--- src/rtl/store_processing_unit.sv ---
// Store buffer with a two-state issue FSM: encodes SB/SH/SW lanes, queues stores and drains them to memory.
// Optional feature macro STORE_MISALIGN_TRAP_EN rejects misaligned SH/SW instead of aligning them.
module store_processing_unit #(
  parameter int DEPTH = 2
) (
  input  logic        CLK,
  input  logic        RESET,
  input  logic        MEM_WRITE,
  input  logic [2:0]  FUNC3,
  input  logic [31:0] ADDRESS,
  input  logic [31:0] DATA_IN,
  output logic        STALL,
  output logic        MISALIGNED,
  output logic        BUFFER_EMPTY,
  output logic        WRITE_REQ,
  output logic [31:0] WRITE_ADDR,
  output logic [31:0] WRITE_DATA,
  output logic [3:0]  BYTE_EN,
  input  logic        MEM_ACK,
  output logic        DBG_STATE
);
  localparam int PW = (DEPTH > 1) ? $clog2(DEPTH) : 1;
  localparam int CW = PW + 1;

  typedef enum logic { S_IDLE = 1'b0, S_ISSUE = 1'b1 } state_e;

  state_e          state_q, state_d;
  logic [CW-1:0]   count_q, count_d;
  logic [PW-1:0]   wr_ptr_q, rd_ptr_q;
  logic            empty_q, empty_d;
  logic            mis_q, mis_d;

  logic [29:0]     addr_mem [DEPTH];
  logic [31:0]     data_mem [DEPTH];
  logic [3:0]      be_mem   [DEPTH];

  logic            is_sb, is_sh, is_sw, legal, mis, accept, full, push, pop;
  logic [1:0]      off;
  logic [3:0]      enc_be;
  logic [31:0]     enc_data;

  assign is_sb = (FUNC3 == 3'b000);
  assign is_sh = (FUNC3 == 3'b001);
  assign is_sw = (FUNC3 == 3'b010);
  assign legal = is_sb | is_sh | is_sw;

`ifdef STORE_MISALIGN_TRAP_EN
  assign mis = (is_sh & ADDRESS[0]) | (is_sw & (ADDRESS[1:0] != 2'b00));
  assign off = ADDRESS[1:0];
`else
  // Without trapping, misaligned halfwords/words are silently forced to natural alignment.
  assign mis = 1'b0;
  assign off = is_sw ? 2'b00 : (is_sh ? {ADDRESS[1], 1'b0} : ADDRESS[1:0]);
`endif

  always_comb begin
    enc_be   = 4'b0000;
    enc_data = DATA_IN;
    if (is_sb) begin
      enc_be   = 4'b0001 << off;
      enc_data = {4{DATA_IN[7:0]}};
    end else if (is_sh) begin
      enc_be   = 4'b0011 << off;
      enc_data = {2{DATA_IN[15:0]}};
    end else if (is_sw) begin
      enc_be   = 4'b1111;
      enc_data = DATA_IN;
    end
  end

  assign full   = (count_q == CW'(DEPTH));
  assign accept = MEM_WRITE & legal & ~mis;
  // A pop in the same cycle does not free a slot for the stalled store.
  assign STALL  = accept & full;
  assign push   = accept & ~full;
  assign pop    = (state_q == S_ISSUE) & MEM_ACK;

  always_comb begin
    count_d = count_q;
    case ({push, pop})
      2'b10:   count_d = count_q + CW'(1);
      2'b01:   count_d = count_q - CW'(1);
      default: count_d = count_q;
    endcase
  end

  always_comb begin
    state_d = state_q;
    case (state_q)
      S_IDLE:  if (count_q != '0) state_d = S_ISSUE;
      S_ISSUE: if (pop && (count_d == '0)) state_d = S_IDLE;
      default: state_d = S_IDLE;
    endcase
    empty_d = (count_d == '0) && (state_d == S_IDLE);
    mis_d   = MEM_WRITE & legal & mis;
  end

  always_ff @(posedge CLK) begin
    if (RESET) begin
      state_q  <= S_IDLE;
      count_q  <= '0;
      wr_ptr_q <= '0;
      rd_ptr_q <= '0;
      empty_q  <= 1'b1;
      mis_q    <= 1'b0;
    end else begin
      state_q  <= state_d;
      count_q  <= count_d;
      empty_q  <= empty_d;
      mis_q    <= mis_d;
      if (push) wr_ptr_q <= wr_ptr_q + PW'(1);
      if (pop)  rd_ptr_q <= rd_ptr_q + PW'(1);
    end
  end

  always_ff @(posedge CLK) begin
    if (push && !RESET) begin
      addr_mem[wr_ptr_q] <= ADDRESS[31:2];
      data_mem[wr_ptr_q] <= enc_data;
      be_mem[wr_ptr_q]   <= enc_be;
    end
  end

  // Head entry is only exposed while issuing so idle outputs read as zero.
  assign WRITE_REQ    = (state_q == S_ISSUE);
  assign WRITE_ADDR   = WRITE_REQ ? {addr_mem[rd_ptr_q], 2'b00} : 32'h0;
  assign WRITE_DATA   = WRITE_REQ ? data_mem[rd_ptr_q] : 32'h0;
  assign BYTE_EN      = WRITE_REQ ? be_mem[rd_ptr_q] : 4'h0;
  assign BUFFER_EMPTY = empty_q;
  assign MISALIGNED   = mis_q;
  assign DBG_STATE    = state_q;
endmodule

--- config.mk ---
export PLATFORM = sky130hd
export DESIGN_NAME = store_processing_unit
export DESIGN_NICKNAME = d
export VERILOG_FILES = /design/src/rtl/store_processing_unit.sv
export SDC_FILE = /design/constraint.sdc
export NUM_CORES = 1
export LEC_CHECK = 0
export ABC_CLOCK_PERIOD_IN_PS = 11800
export CORE_ASPECT_RATIO = 0.9
export CORE_MARGIN = 4
export CORE_UTILIZATION = 36
export DETAILED_ROUTE_END_ITERATION = 16
export GPL_ROUTABILITY_DRIVEN = 1
export REMOVE_ABC_BUFFERS = 1
export SETUP_SLACK_MARGIN = 0.2
export SYNTH_ARGS = -nofsm -noshare
export SYNTH_HDL_FRONTEND = slang
export SYNTH_SLANG_ARGS = --single-unit
--- constraint.sdc ---
create_clock -name CLK -period 11.8 [get_ports CLK]
set_input_delay 2.36 -clock CLK [delete_from_list [all_inputs] [get_ports CLK]]
set_output_delay 2.36 -clock CLK [all_outputs]
set_load 0.05 [all_outputs]
==> results.toml <==
[worst_setup_path]
r2r_start = "DBG_STATE"
crit_path_start_kind = "input pin"
cp.arrival_ns = 4.21
critPathRequiredTime_ns = 9.44
crit_fanout = 10
endpoint_kind = "primary output"
crit_start = "FUNC3[2]"
slowest_stage = "clkdlybuf4s50_1"
path_cells = "clkdlybuf4s50_1, nor2b_1, nand2_1, nor2_1, clkdlybuf4s50_1"
crit_buf_inv = 2
crit_path_frequent_cell = "clkdlybuf4s50_1"
cp_top_family = "buffers and inverters"
max_stage_delay_ns = 0.81
crit_type = "in2out"

[power]
power.share.clock_pct = 38.7
leakage_nw = 2.66
vdd_drop_max_uv = 108
p_sw_mw = 0.363
switching_share_pct = 26.8
intPower_mw = 0.989
fin_total_pwr_mw = 1.35
pwr-share-seq_pct = 42.5
comb_power_share_pct = 18.8
powerDensity_nw_per_um2 = 165

[timing]
finalCriticalPeriod_ns = 6.57
finalMaxSlewViolations = 0
skew_ns = 0.00665
relSlewSlack_pct = 22.1
max_freq_mhz = 152
rsz0062_at_grt = "false"
fin_hold_ws_ns = 0.523
hold_viol = 0
fin_setup_tns_ns = 0
post-route-period-util_pct = 55.7
worstMarginPinSlew_ns = 1.17
setup-violations-final = 0

[floorplan]
initial_core_util_pct = 37.1
rows = 44
core_region_area_um2 = 16300
ios = 144
die_height_um = 131
dieArea_um2 = 18900
die_x_um = 145

[logic_synthesis]
ys.flop_type = "edfxtp_1"
synth_seq_cells = 139
syn_area_per_cell_um2 = 15.4
yosysUniqueCellTypes = 33
synth_cells = 393
synth_edf_count = 132
synth.cell_area_um2 = 6050
synthArstFlopShare_pct = 0
seq_area_frac_synth_pct = 67.9
yosysWarnings = 0

[cells_and_area]
utilization_pct = 50.2
final_common_cell = "clkdlybuf4s50_1"
mostFrequentLayoutCells = "140 x clkdlybuf4s50_1, 132 x edfxtp_1, 74 x mux2i_1"
area_growth_syn_to_layout_pct = 35.3
multi_input_area_um2 = 1790
final_nets = 608
fillers = 1440
drive_above_1_share_pct = 9.91
regArea_um2 = 4110
antenna_cells = 0

[routing]
routedWlPerCell_um = 17.2
drt-total-wl_mm = 12.9
routed-via-count = 3581
drt_first_iter_violations = 139
firstDrtPassIters = 4
drc_errors = 0
vias_per_cell = 4.76
ant_nets = 0

[grt]
grt_pass1_wl_mm = 19.8
track_usage_pct = 13.9
met3_usage_pct = 4.04
use_met2_pct = 22.4
use_met1_pct = 17.9
grt.overflow.total = 0
grt_pass1_vias = 3877
grt_start_max_net_pins = 72
grt_busiest_layer = "met2"
antenna_found_initial = 0

[clock_network]
post_cts_buffers = 0
insertion_delay_ns = 0.41
postCtsHoldBufs = 0
clockRootBuffer = "clkbuf_16"
path_clk_slew_ns = 0.06
numCtsBuffers = 17
h-tree-depth = 4
cts_tree = "built"
post_cts_resized = 0
clkSinkCount = 139
clk_path_buf_depth = 2

[hold_path]
hold_class = "reg2reg"
hold_start = "rd_ptr_q"

[placement]
io_buffers = 140
gp_congestion = 0.788
dp_hpwl_mm = 8.04

[flow_run]
maxCapViolCount = 0

[run_status]
status = "finished, final reports clean"
[cell usage after synthesis (2+ instances only)]
master / count / area share (%)
nor2b_1: 70 / 7.2
xor2_1: 2 / 0.29
buf_6: 2 / 0.37
inv_1: 2 / 0.12
nor2_1: 15 / 0.93
buf_4: 10 / 1.2
nand2_1: 5 / 0.31
edfxtp_1: 132 / 66
xnor2_1: 2 / 0.29
mux2_2: 16 / 3.0
dfxtp_1: 7 / 2.3
nand2b_1: 5 / 0.52
clkbuf_1: 8 / 0.50
o21bai_1: 3 / 0.37
ha_1: 5 / 1.0
buf_2: 6 / 0.50
o21ai_0: 2 / 0.17
mux2i_1: 74 / 12
a21oi_1: 13 / 1.1
[routing by layer]
| layer | vias up | part of all wire (%) |
|---|---|---|
| li1 | 1704 | - |
| met3 | 14 | 6.6 |
| met4 | 0 | 1.0 |
| met1 | 1746 | 45 |
| met5 | - | 0 |
| met2 | 117 | 48 |
[worst min-delay path, delay by kind of cell (launching register included)]
| kind | cells | cell delay, ns |
|---|---|---|
| XOR/XNOR | 1 | 0.09 |
| flip-flops | 1 | 0.33 |
| AND/OR/NAND/NOR | 1 | 0.07 |
[layout make-up]
| class | count | area share, % |
|---|---|---|
| Multi-Input combinational cell | 228 | 21.9 |
| Timing Repair Buffer | 144 | 17.5 |
| Sequential cell | 139 | 50.2 |
| Inverter | 2 | 0.0918 |
| Clock buffer | 18 | 5.25 |
| Tap cell | 207 | 3.17 |
| Clock inverter | 14 | 1.85 |
[cell families after synthesis]
logic type,share of synthesized area [%]
other,0.0620
XOR/XNOR,0.580
AND/OR/NAND/NOR,10.0
adder cells (fa/ha/maj),1.03
buffers and inverters,2.73
multiplexers,15.4
AO/OA/AOI/OAI,2.26
flip-flops,67.9
[per-stage QoR]
step | instance area (um2) | instances | worst slack [ns]
6_report | 8180 | 752 | 5.23
5_1_grt | 8180 | 752 | 5.11
4_1_cts | 8180 | 752 | 5.22
3_5_place_dp | 7600 | 720 | 5.23
3_3_place_gp | 7600 | 720 | 5.26
2_1_floorplan | 5900 | 369 | 3.71
[flip-flops by register name (all words and copies together) (netlist names), named ones only]
signal / cells
wr_ptr_q: 1
be_mem: 8
data_mem: 64
addr_mem: 60
DBG_STATE: 1
BUFFER_EMPTY: 1
count_q: 2
rd_ptr_q: 1
[worst paths after layout]
kind	endpoint	slack, ns	cells after the start
worst max-delay path	STALL	5.23	5
worst min-delay path	flip-flop	0.52	2
worst max register to register	count_q[1]	9.49	4
worst min register to register	flip-flop	0.52	2
[power groups by stage]
| stage | registers, mW | logic [mW] | clock network (mW) |
|---|---|---|---|
| 2_1_floorplan | 0.591 | 0.155 | 0 |
| 5_1_grt | 0.577 | 0.270 | 0.557 |
| 3_5_place_dp | 0.586 | 0.257 | 0 |
| 6_report | 0.574 | 0.255 | 0.522 |
| 3_3_place_gp | 0.585 | 0.254 | 0 |
| 4_1_cts | 0.576 | 0.258 | 0.536 |
Power figures use the tool's default switching activity.
